File: config.mk
export PLATFORM = sky130hd
export DESIGN_NAME = dmem_arbiter_rv32i
export DESIGN_NICKNAME = d
export VERILOG_FILES = /design/src/rtl/dmem_arbiter_rv32i.sv
export SDC_FILE = /design/constraint.sdc
export NUM_CORES = 1
export LEC_CHECK = 0
export CAP_MARGIN = 20
export CORE_ASPECT_RATIO = 0.8
export CORE_MARGIN = 2
export CORE_UTILIZATION = 25
export DETAILED_ROUTE_END_ITERATION = 8
export GPL_TIMING_DRIVEN = 0
export PLACE_DENSITY = 0.64
export SLEW_MARGIN = 20
export SYNTH_ARGS = -nofsm -noshare
export SYNTH_HDL_FRONTEND = slang
export SYNTH_SLANG_ARGS = --single-unit
File: constraint.sdc
create_clock -name clock -period 3.6 [get_ports clock]
set_clock_uncertainty 0.05 [all_clocks]
set_input_delay 0.54 -clock clock [delete_from_list [all_inputs] [get_ports clock]]
set_output_delay 0.54 -clock clock [all_outputs]
set_load 0.03 [all_outputs]
File: src/rtl/dmem_arbiter_rv32i.sv
// Core/DMA arbiter for a single-ported RV32I data memory.
// Each granted request gets one memory cycle and then a one-cycle response pulse.
module dmem_arbiter_rv32i #(
  parameter int MAX_BURST = 4,
  parameter int WORD_AW   = 8
) (
  input  logic        clock,
  input  logic        reset,
  input  logic        c_req_valid,
  output logic        c_req_ready,
  input  logic        c_we,
  input  logic [1:0]  c_storetype,
  input  logic [31:0] c_addr,
  input  logic [31:0] c_wdata,
  output logic        c_rsp_valid,
  output logic [31:0] c_rsp_data,
  output logic        c_rsp_err,
  input  logic        d_req_valid,
  output logic        d_req_ready,
  input  logic        d_we,
  input  logic [1:0]  d_storetype,
  input  logic [31:0] d_addr,
  input  logic [31:0] d_wdata,
  output logic        d_rsp_valid,
  output logic [31:0] d_rsp_data,
  output logic        d_rsp_err,
  input  logic        d_lock,
  output logic        mem_we,
  output logic [1:0]  mem_storetype,
  output logic [31:0] mem_addr,
  output logic [31:0] mem_wdata,
  input  logic [31:0] mem_rdata
);

  typedef enum logic [1:0] {
    ST_IDLE   = 2'd0,
    ST_ACCESS = 2'd1,
    ST_RESP   = 2'd2
  } state_e;

  state_e      state_q, state_d;
  logic        last_d_q;
  logic [3:0]  burst_q;
  logic        owner_d_q, we_q, err_q;
  logic        mem_we_q;
  logic [1:0]  mem_storetype_q;
  logic [31:0] mem_addr_q, mem_wdata_q;
  logic        c_rsp_valid_q, c_rsp_err_q, d_rsp_valid_q, d_rsp_err_q;
  logic [31:0] c_rsp_data_q, d_rsp_data_q;

  logic        grant_c_s, grant_d_s, lock_win_s;
  logic        sel_we_s, sel_err_s;
  logic [1:0]  sel_st_s;
  logic [31:0] sel_addr_s, sel_wdata_s, rsp_word_s;

  // Loads skip only the storetype=11 check; range and halfword/word alignment apply to both.
  function automatic logic req_error(input logic we, input logic [1:0] st, input logic [31:0] addr);
    logic out_of_range;
    logic misaligned;
    out_of_range = (addr >> (WORD_AW + 2)) != 32'd0;
    case (st)
      2'b01:   misaligned = addr[0];
      2'b10:   misaligned = (addr[1:0] != 2'b00);
      default: misaligned = 1'b0;
    endcase
    return out_of_range | misaligned | (we & (st == 2'b11));
  endfunction

  assign lock_win_s = d_lock && last_d_q && (burst_q < 4'(MAX_BURST));

  always_comb begin
    state_d   = state_q;
    grant_c_s = 1'b0;
    grant_d_s = 1'b0;
    case (state_q)
      ST_IDLE, ST_RESP: begin
        if (c_req_valid && d_req_valid) begin
          if (lock_win_s) begin
            grant_d_s = 1'b1;
          end else if (last_d_q) begin
            grant_c_s = 1'b1;
          end else begin
            grant_d_s = 1'b1;
          end
        end else begin
          grant_c_s = c_req_valid;
          grant_d_s = d_req_valid;
        end
        if (grant_c_s || grant_d_s) begin
          state_d = ST_ACCESS;
        end else begin
          state_d = ST_IDLE;
        end
      end
      ST_ACCESS: state_d = ST_RESP;
      default:   state_d = ST_IDLE;
    endcase
  end

  always_comb begin
    if (grant_d_s) begin
      sel_we_s    = d_we;
      sel_st_s    = d_storetype;
      sel_addr_s  = d_addr;
      sel_wdata_s = d_wdata;
    end else begin
      sel_we_s    = c_we;
      sel_st_s    = c_storetype;
      sel_addr_s  = c_addr;
      sel_wdata_s = c_wdata;
    end
    sel_err_s = req_error(sel_we_s, sel_st_s, sel_addr_s);
  end

  assign rsp_word_s = (we_q || err_q) ? 32'd0 : mem_rdata;

  always_ff @(posedge clock) begin
    if (reset) begin
      state_q   <= ST_IDLE;
      last_d_q  <= 1'b1;
      burst_q   <= 4'd0;
      owner_d_q <= 1'b0;
      we_q      <= 1'b0;
      err_q     <= 1'b0;
    end else begin
      state_q <= state_d;
      if (grant_c_s || grant_d_s) begin
        owner_d_q <= grant_d_s;
        we_q      <= sel_we_s;
        err_q     <= sel_err_s;
        last_d_q  <= grant_d_s;
      end else begin
        owner_d_q <= owner_d_q;
        we_q      <= we_q;
        err_q     <= err_q;
        last_d_q  <= last_d_q;
      end
      // Burst only counts consecutive DMA grants while the lock is held.
      if (grant_c_s || !d_lock) begin
        burst_q <= 4'd0;
      end else if (grant_d_s && (burst_q < 4'(MAX_BURST))) begin
        burst_q <= burst_q + 4'd1;
      end else begin
        burst_q <= burst_q;
      end
    end
  end

  // Memory port is loaded at grant so it is live for exactly the ACCESS cycle.
  always_ff @(posedge clock) begin
    if (reset || !(grant_c_s || grant_d_s)) begin
      mem_we_q        <= 1'b0;
      mem_storetype_q <= 2'b00;
      mem_addr_q      <= 32'd0;
      mem_wdata_q     <= 32'd0;
    end else begin
      mem_we_q        <= sel_we_s & ~sel_err_s;
      mem_storetype_q <= sel_st_s;
      mem_addr_q      <= sel_addr_s;
      mem_wdata_q     <= sel_wdata_s;
    end
  end

  always_ff @(posedge clock) begin
    if (reset || (state_q != ST_ACCESS)) begin
      c_rsp_valid_q <= 1'b0;
      c_rsp_err_q   <= 1'b0;
      c_rsp_data_q  <= 32'd0;
      d_rsp_valid_q <= 1'b0;
      d_rsp_err_q   <= 1'b0;
      d_rsp_data_q  <= 32'd0;
    end else begin
      c_rsp_valid_q <= ~owner_d_q;
      c_rsp_err_q   <= ~owner_d_q & err_q;
      c_rsp_data_q  <= owner_d_q ? 32'd0 : rsp_word_s;
      d_rsp_valid_q <= owner_d_q;
      d_rsp_err_q   <= owner_d_q & err_q;
      d_rsp_data_q  <= owner_d_q ? rsp_word_s : 32'd0;
    end
  end

  assign c_req_ready   = grant_c_s & ~reset;
  assign d_req_ready   = grant_d_s & ~reset;
  assign mem_we        = mem_we_q;
  assign mem_storetype = mem_storetype_q;
  assign mem_addr      = mem_addr_q;
  assign mem_wdata     = mem_wdata_q;
  assign c_rsp_valid   = c_rsp_valid_q;
  assign c_rsp_data    = c_rsp_data_q;
  assign c_rsp_err     = c_rsp_err_q;
  assign d_rsp_valid   = d_rsp_valid_q;
  assign d_rsp_data    = d_rsp_data_q;
  assign d_rsp_err     = d_rsp_err_q;

endmodule

-- Word-level counts from Yosys, hierarchy flattened
Cells that the tools add are included.
- bits in registers: 145
- bits in latches: 0
- bits in writable memories: 0
- bits in read-only memories: 0
- input port bits: 171
- output and inout bits: 137
- logic and storage cells: 72
- memories: 0
- $add $sub $neg: 1
- multiply operators: 0
- div/mod/pow operators: 0
- order comparisons: 1
- equality and inequality tests: 6
- shift-type cells: 0
- mux-type cells: 18
- bitwise logic cells: 11
- reductions and logical operators: 19
- operators by type and width (kind ; number):
    2-to-1 mux 32 bit ; 3
    nonzero test 32 bit ; 1
    2-to-1 mux 1 bit ; 12
    OR reduction 2 bit ; 4
    bitwise AND 1 bit ; 6
    == test 2 bit (second input constant) ; 3
    logical OR 1 bit ; 6
    adder 4 x 1 -> 4 bit (second input constant) ; 1
    == test 2 x 1 -> 1 bit (second input constant) ; 2
    logical AND 1 bit ; 4
    less-than comparator 4 x 3 -> 1 bit (second input constant) ; 1
    one-hot mux 2 bit (2 select lines) ; 1
    inverter 1 bit ; 3
    logical NOT 1 bit ; 2
    logical NOT 2 bit ; 1
    2-to-1 mux 2 bit ; 1
    inequality test 2 x 1 -> 1 bit (second input constant) ; 1
    OR 1 bit ; 2
    one-hot mux 1 bit (2 select lines) ; 1
    nonzero test 2 bit ; 1

-- Longest topological paths before layout
- depth after elaboration: 13
- mapped depth: 6

-- Worst setup path after synthesis
Ideal clock, no wire load.
- path kind: input -> output
- start: input port d_lock
- end: output port d_req_ready
- arrival: 1947 ps
- path slack: 1063 ps
- stages: 5
- cells stage by stage: or3b_1 -> a31o_1 -> clkbuf_1 -> clkbuf_1 -> nor2_1
- longest elaborated chain between the ends: 7
- ends and longest elaborated chain (item ; RTL line ; RTL):
    start: declaration ; 27 ; input logic d_lock,
    logical AND 1 bit (2 in series) ; 69 ; assign lock_win_s = d_lock && last_d_q && (burst_q < 4'(MAX_BURST));
    2-to-1 mux 1 bit ; 78 ; if (lock_win_s) begin
    2-to-1 mux 1 bit ; 77 ; if (c_req_valid && d_req_valid) begin
    2-to-1 mux 1 bit (2 in series) ; 75 ; case (state_q)
    bitwise AND 1 bit ; 183 ; assign d_req_ready = grant_d_s & ~reset;
    end: declaration ; 19 ; output logic d_req_ready,
Every way passes these cells. The select of a mux whose other input is x is not followed.

-- Worst setup path after layout
Same ends and word-level chain as after synthesis.

==> metrics <==
Post-route DRC 0; CTS clk-pin slew, worst paths 0.06 ns; most used cell, CP clkbuf_2; Finished Cell Area 8660 um^2; max cap viols 0; routed len/inst 15.8 um; area delta synth->final 85.3%; Req. time, crit path 3.01 ns; CP cell instances clkdlybuf4s50_1 -> or3b_1 -> a31o_1 -> clkbuf_1 -> clkbuf_2 -> nor2_1 -> clkbuf_2; Root Driver clkbuf_16; worst slack at placement -0.274 ns; Fmax 306 MHz; antenna violations before repair 0; CP Capture Type primary output; setup ws final 0.328 ns; Syn Inst Count 509; first-pass GRT wire length 25800 um; Syn Nets 681; clock sink total 145; number of global-route vias before repair 4750; Worst Setup Path Type input pin to primary output; Avg Inst Size Synth 9.19 um^2; number of diodes 0; final worst path period share 0.909; footprint of the multi-input gates 1620 um^2; leakage power 3.57 nW; Placed Area 8060 um^2; Skew-Pair Late Insertion Delay 0.42 ns; CP startpoint d_lock; min-delay src state_q[1]; global routing's busiest layer met2; unrepaired setup endpoints after global routing no; total number of vias 4836; Bufs on Longest Clock Path 2; Final Setup Violations 0; reg2reg start burst_q[3]; setup TNS 0 ns; Post-CTS Setup Bufs 0; die height 126 um; Max VDD drop 0.271 mV; dominant synthesized flop cell dfxtp_1; Critical-path top delay cell clkdlybuf4s50_1; Vias/cell 4.40; status finished clean; Yosys warning total 0; WL final 17400 um; Core Util, Final 0.475; Slew @ Worst Pin 0.821 ns; Seq cells post-synth 145; CTS tree done; Distinct cells, synth 29; core footprint 18200 um^2; Die W 157 um; Total Power 4.21 mW; register area share after synthesis 0.621; Hold Path Class register to register; TritonCTS Buffers 17; Power Density 486 nW/um^2; Hold Vio Cnt, Final 0; share of cells above drive strength 1 0.0437; Initial DRT Pass Iterations 4; min cycle time layout 3.27 ns; IO buf count 306; post-route ant nets 0; CP Launch Type input pin; hold buffer count at cts 0; met2 Use GR 0.295; Hold Slack 0.387 ns; GRT Overall Usage 0.172; die area 19800 um^2; share of flip-flops with an asynchronous set or reset 0; placed insts 1068; most common cell after layout, fill and taps aside clkdlybuf4s50_1; number of flops mapped to enable cells by yosys 0; nets 1006; fill count 1731; pin count of the biggest net entering global routing 17; Cell Area, Synth 4680 um^2; Max Slew Vio Count 0; H-tree levels 4; FF/Latch Area 2900 um^2; RD Place Congestion 0.812; hpwl dp 13400 um; # rows 44; GR Overflow Total 0; commonest non-fill, non-tap cells in the layout clkdlybuf4s50_1, dfxtp_1, nand2_1; Initial Util 0.257; CP max FO 10; Critical Path Max Stage Delay 0.47 ns; routing usage on met1 0.191; GR Layer Usage met3 0.0813; Final Non-Filler Cells 1099; 1st-iter DRT viols 175; Ports 308; CP arrival 2.68 ns; Slew HR 0.445
logic make-up (layout without fill, tap and decap cells):
group	Yosys count	count (layout)	synth area share
buffers and inverters	40	377	0.0329
and+or+nand+nor	240	240	0.246
DFF	145	145	0.621
adders and majority gates	1	1	0.00268
AOI/OAI and AO/OA	82	82	0.0958
muxes	1	1	0.00214
critical path, delay by kind of cell:
| kind | cells | cell delay, ns |
|---|---|---|
| compound gates | 1 | 0.26 |
| buf+inv | 4 | 1.34 |
| simple gates | 2 | 0.53 |
report_power, final:
part / leakage [nW] / internal, mW / total (mW) / switching (mW)
Combinational: 2.09 / 0.323 / 0.673 / 0.350
Clock: 0.296 / 1.12 / 1.85 / 0.726
Sequential: 1.18 / 1.67 / 1.69 / 0.0200
synthesized netlist by cell type, drive strengths merged (2+ instances only):
master | instances | area share
and2 | 2 | 0.0027
inv | 5 | 0.0040
nand2 | 135 | 0.11
nand4 | 3 | 0.0040
dfxtp | 145 | 0.62
nand3 | 2 | 0.0021
and3 | 65 | 0.087
clkbuf | 32 | 0.026
nor2b | 2 | 0.0027
buf | 3 | 0.0032
a31oi | 2 | 0.0027
nand2b | 3 | 0.0040
nor2 | 9 | 0.0072
o311a | 2 | 0.0043
a211oi | 2 | 0.0032
a21oi | 70 | 0.075
nand3b | 2 | 0.0032
nor4 | 11 | 0.015
o31ai | 2 | 0.0032
or4 | 3 | 0.0048
sequential cells by signal, indices dropped and copies added, names as in the netlist, 2 cells and up:
register / count
burst_q: 4
c_rsp_data: 32
d_rsp_data: 32
mem_addr: 32
mem_storetype: 2
mem_wdata: 32
state_q: 2
layout make-up:
cell class,count,area share
Buffer,35,0.0157
Clock buffer,18,0.0507
Clock inverter,13,0.0201
Inverter,5,0.00217
Multi-Input combinational cell,324,0.187
Sequential cell,145,0.335
Tap cell,253,0.0365
Timing Repair Buffer,306,0.353
what timing repair did:
action	CTS	global route
gates resized for setup	2	2
pin swaps	0	0
endpoints found under the setup margin	1	1
hold endpoints to repair	0	0
final timing paths:
kind / to / slack, ns / cells past startpoint
hold / removal: state_q[1] / 0.39 / 1
setup / recovery: d_req_ready / 0.33 / 7
setup reg to reg: mem_addr[28] / 1.29 / 6
hold reg to reg: state_q[1] / 0.39 / 1
layer usage:
layer  share of wire  wire [um]
met1            0.41       7050
met2            0.48       8330
met3            0.10       1780
met4           0.011        199
met5               0          0
(Power assumes the default switching activity.)
==> RTL change 1, RTL diff (config.mk and constraints unchanged) <==
Reset style: asynchronous (`reset`), changed in one clocked block.
--- a/src/rtl/dmem_arbiter_rv32i.sv
+++ b/src/rtl/dmem_arbiter_rv32i.sv
@@ -114,7 +114,7 @@
 
   assign rsp_word_s = (we_q || err_q) ? 32'd0 : mem_rdata;
 
-  always_ff @(posedge clock) begin
+  always_ff @(posedge clock or posedge reset) begin
     if (reset) begin
       state_q   <= ST_IDLE;
       last_d_q  <= 1'b1;
Formal check against the unedited RTL: no difference found for any inputs over 10 cycles, from zero or initial values and one cycle with reset high; that may be too few to reach the edited logic, so the function may still have changed.
==> RTL change 1 against the original RTL <==
  * Setup slack lost 0.21 ns
  * Die area grew 1.1%
  * Routed wire length grew 0.81%
  * Synthesized cell count shrank 0.39%
  * Global-route usage grew 0.17 points
  * Sequential cell count is the same
  * Total power grew 2.2%
  * Cell area grew 0.81%
  * Combinational power grew 9.5%
  * First-iteration DRC count shrank 8.6%
  * Area after synthesis grew 1.1%
==> RTL change 1: results <==
finish:
  antenna_cells: 0
  nNetsFinal: 1004
  drive_gt1_share_pct: 5.21
placed_design:
  port_buffers: 307
  place_area_mm2: 0.00812
  hpwl_mm: 13.5
  dp_cells: 1067
  place.gp.congestion: 0.839
yosys:
  synthTopCellsByArea: "dfxtp_1, nand2_1, and3_1, a21oi_1, dfrtp_1"
  yosys-top-cells-count: "nand2_1, dfxtp_1, a21oi_1"
  yosysUniqueCellTypes: 35
  async_flop_share_pct: 6.90
  yosysWarningCount: 0
  synthFlopType: "dfxtp_1"
  syn_avg_cell_area_um2: 9.33
  syn_nets: 679
  ys_seq_area_share_pct: 62.5
run_status:
  outcome: "complete, no violations"
routing:
  drt_first_pass_iters: 4
  drtIter0Drc: 160
  totalWireLength_mm: 17.5
  num_vias: 4742
  vias_per_cell: 4.32
global_routing:
  grt_usage_pct: 17.4
  grt_antenna_before_repair: 0
  grt_first_pass_wirelength_mm: 26.3
  grt_max_degree: 19
  grt_pass1_vias: 4764
clock_network:
  cts_htree_levels: 4
  cts.repair.resized: 0
  cts-root-buf: "clkbuf_16"
  clock_path_buffers: 2
  insertion_delay_ns: 0.42
timing:
  final_max_slew_viol_count: 0
  worstMarginPinSlew_ns: 0.882
power_and_ir_drop:
  net-switching-power_uw: 1220
  vdd_ir_drop_max_v: 0.000284
  p_leak_uw: 0.00362
worst_setup_path:
  rr_worst_depth: 6
  crit_fanout: 18
hold_path:
  hold_class: "reg2reg"
  whs_path_depth: 1
[RTL change 1: cell count changes in the layout (fill, tap and decap cells not counted), moves of 3 or more]
cell	before	now
dfxtp_1	145	135
dfrtp_1	0	9
nand2_1	135	140
a21oi_1	70	67
clkbuf_1	31	28
or4_1	3	0
[RTL change 1: metal layers]
metal	track usage, %	share of wire, %	vias up
met5	0	0	-
met2	28.9	47	200
li1	-	-	2346
met4	5.45	1.6	0
met1	20.6	41	2174
met3	7.06	9.6	22
[RTL change 1: final cells by class]
type                            instances  area, um2
Clock buffer                           17        425
Timing Repair Buffer                  307       3070
Inverter                                4       15.0
Clock inverter                         15        195
Buffer                                 34        134
Multi-Input combinational cell        323       1620
Sequential cell                       145       2950
Tap cell                              253        317
Fill cell                            1776       9600
[RTL change 1: per-stage QoR]
step	total power [uW]	setup TNS, ns	worst slack, ns
2_1_floorplan	2070	0	0.983
3_3_place_gp	2480	-0.210	-0.210
3_5_place_dp	2490	-0.201	-0.201
4_1_cts	4350	0	0.110
5_1_grt	4480	0	0.0290
6_report	4300	0	0.117
[RTL change 1: power groups by stage]
stage	combinational (uW)	clock, uW	sequential (uW)
2_1_floorplan	198	0	1870
3_3_place_gp	740	0	1740
3_5_place_dp	743	0	1750
4_1_cts	745	1890	1710
5_1_grt	798	1970	1720
6_report	737	1860	1710
[RTL change 1: path summary, 6_finish.rpt]
check | startpoint | slack [ns] | end
hold reg to reg | state_q[1] | 0.36 | state_q[1]
setup reg to reg | burst_q[3] | 1.21 | mem_addr[29]
min in group asynchronous | reset | 0.52 | owner_d_q
max in group asynchronous | reset | 2.66 | last_d_q
setup / recovery | d_lock | 0.12 | d_req_ready
hold / removal | state_q[1] | 0.36 | state_q[1]
[RTL change 1: timing repair]
| action | 4_1_cts | 5_1_grt |
|---|---|---|
| hold endpoints to repair | 0 | 0 |
| setup buffers | 0 | 0 |
| endpoints found under the setup margin | 1 | 0 |
[RTL change 1: cells by family (layout without fill, tap and decap cells)]
group / after synthesis / count (layout) / synth area share [%]
buffers and inverters: 39 / 377 / 3.23
xor gates and xnor gates: 1 / 1 / 0.185
adders and majority gates: 1 / 1 / 0.265
AOI/OAI and AO/OA: 80 / 80 / 9.34
DFF: 145 / 145 / 62.5
muxes: 2 / 2 / 0.423
and+or+nand+nor: 239 / 239 / 24.1
[RTL change 1: critical path, stage by stage]
cell and delay, ns:
clkdlybuf4s50_1 0.48, or3b_4 0.40, a311o_1 0.35, buf_2 0.27, nor2_1 0.14, clkdlybuf4s50_1 0.71
==> RTL change 2, RTL diff (same flow settings) <==
Without the edit above. Set the parameter `WORD_AW` to 7 (it was 8).
--- a/src/rtl/dmem_arbiter_rv32i.sv
+++ b/src/rtl/dmem_arbiter_rv32i.sv
@@ -2,7 +2,7 @@
 // Each granted request gets one memory cycle and then a one-cycle response pulse.
 module dmem_arbiter_rv32i #(
   parameter int MAX_BURST = 4,
-  parameter int WORD_AW   = 8
+  parameter int WORD_AW   = 7
 ) (
   input  logic        clock,
   input  logic        reset,
Function: changed (a bounded check fails within 4 cycles, from zero or initial values and one cycle with reset high).
==> RTL change 2 against the original RTL <==
  * Area after synthesis increased by 0.96%
  * Largest power group unchanged
  * Synthesized cell count increased by 0.20%
  * Routed wire length decreased by 1.8%
  * Total power decreased by 1.1%
  * Combinational power increased by 0.9%
  * Cell area increased by 0.55%
  * Register-to-register slack improved by 0.15 ns
  * Sequential cell count unchanged
  * Worst hold slack got worse by 0.00052 ns
  * Utilization about the same
  * Largest cell class unchanged
  * Sequential share of layout area decreased by 0.18 points
  * Setup slack got worse by 0.20 ns
==> RTL change 2: results <==
global_routing:
  grt_antenna_before_repair: 0
  grt_first_pass_wirelength_mm: 25.3
  grt_use_met1_pct: 19.0
  grt_usage_pct: 16.7
  grt_max_degree: 17
  grt_use_met2_pct: 28.3
  grt_pass1_vias: 4686
  use_met3_pct: 6.97
clock_network:
  path_clk_slew_ns: 0.06
  cts_htree_levels: 4
  cts-root-buf: "clkbuf_16"
  insertion_delay_ns: 0.42
  cts-buffers-inserted: 17
  postCtsSetupBuffers: 0
  cts.repair.resized: 0
  clock_path_buffers: 2
hold_path:
  hold_class: "reg2reg"
  min_to: "state_q[1]"
  hold_start: "state_q[1]"
  whs_path_depth: 1
yosys:
  yosys-top-cells-count: "dfxtp_1, nand2_1, a21oi_1"
  async_flop_share_pct: 0
  yosysUniqueCellTypes: 39
  synthFlopType: "dfxtp_1"
  syn_nets: 682
  yosysWarningCount: 0
  ys_seq_area_share_pct: 61.5
  synthTopCellsByArea: "dfxtp_1, nand2_1, and3_1, a21oi_1, clkbuf_1"
routing:
  totalWireLength_mm: 17.0
  num_vias: 4767
  drtIter0Drc: 181
  drt_first_pass_iters: 4
placed_design:
  place_area_mm2: 0.00811
  port_buffers: 307
  hpwl_mm: 13.2
  place.gp.congestion: 0.797
power_and_ir_drop:
  p_leak_uw: 0.00362
  seq_power_uw: 1690
  vdd_ir_drop_max_v: 0.000258
  power-top-group: "the clock network"
  combinationalPower_uw: 679
  intPower_uw: 3010
worst_setup_path:
  r2r_slack_ns: 1.44
  path_delay_family: "buffers and inverters"
  rr_worst_depth: 5
  r2r-end: "mem_addr[14]"
  crit_fanout: 10
  crit_arrival_ns: 2.88
  cp_slowest_cell: "clkdlybuf4s50_1"
  max_stage_delay_ns: 0.73
  r2r-start: "state_q[0]"
finish:
  antenna_cells: 0
  nNetsFinal: 1008
  drive_gt1_share_pct: 4.95
timing:
  worstMarginPinSlew_ns: 1.01
  hold_slack_ns: 0.386
run_status:
  outcome: "complete, no violations"
RTL change 2: cells by family (layout without fill, tap and decap cells):
kind of cell / count (synthesis) / in the layout / synth area share [%]
AND/OR/NAND/NOR: 233 / 233 / 23.5
flip-flops: 145 / 145 / 61.5
XOR/XNOR: 2 / 2 / 0.371
adder cells (fa/ha/maj): 1 / 1 / 0.265
buffers and inverters: 41 / 380 / 3.55
multiplexers: 4 / 4 / 0.954
AO/OA/AOI/OAI: 84 / 84 / 9.89
RTL change 2: through the flow:
| stage | instances | setup WS, ns | total power (uW) | utilization, % |
|---|---|---|---|---|
| floorplan | 510 | 1.18 | 2010 | - |
| global placement | 1070 | 0.135 | 2410 | 44.2 |
| detailed placement | 1070 | 0.139 | 2410 | 44.2 |
| CTS | 1102 | 0.130 | 4210 | 47.5 |
| global route | 1102 | 0.0741 | 4330 | 47.5 |
| finish | 1102 | 0.129 | 4160 | 47.5 |
RTL change 2: layout make-up:
cell class                      instances  area, um2
Fill cell                            1748       9620
Timing Repair Buffer                  307       3070
Sequential cell                       145       2900
Multi-Input combinational cell        324       1650
Clock buffer                           18        439
Tap cell                              253        317
Clock inverter                         14        163
Buffer                                 35        145
Inverter                                6       22.5
RTL change 2: worst max path at each step:
stage | start | endpoint | slack, ns | cells after the start
2_1_floorplan | d_lock | d_req_ready | 1.18 | 5
3_3_place_gp | d_lock | d_req_ready | 0.14 | 7
3_5_place_dp | d_lock | d_req_ready | 0.14 | 7
4_1_cts | d_lock | d_req_ready | 0.13 | 7
5_1_grt | d_lock | d_req_ready | 0.07 | 7
6_report | d_lock | d_req_ready | 0.13 | 7
RTL change 2: metal layers:
layer  routed length (um)  vias up
li1                     -     2374
met1                 6970     2157
met2                 8160      219
met3                 1670       17
met4                  246        0
met5                    0        -
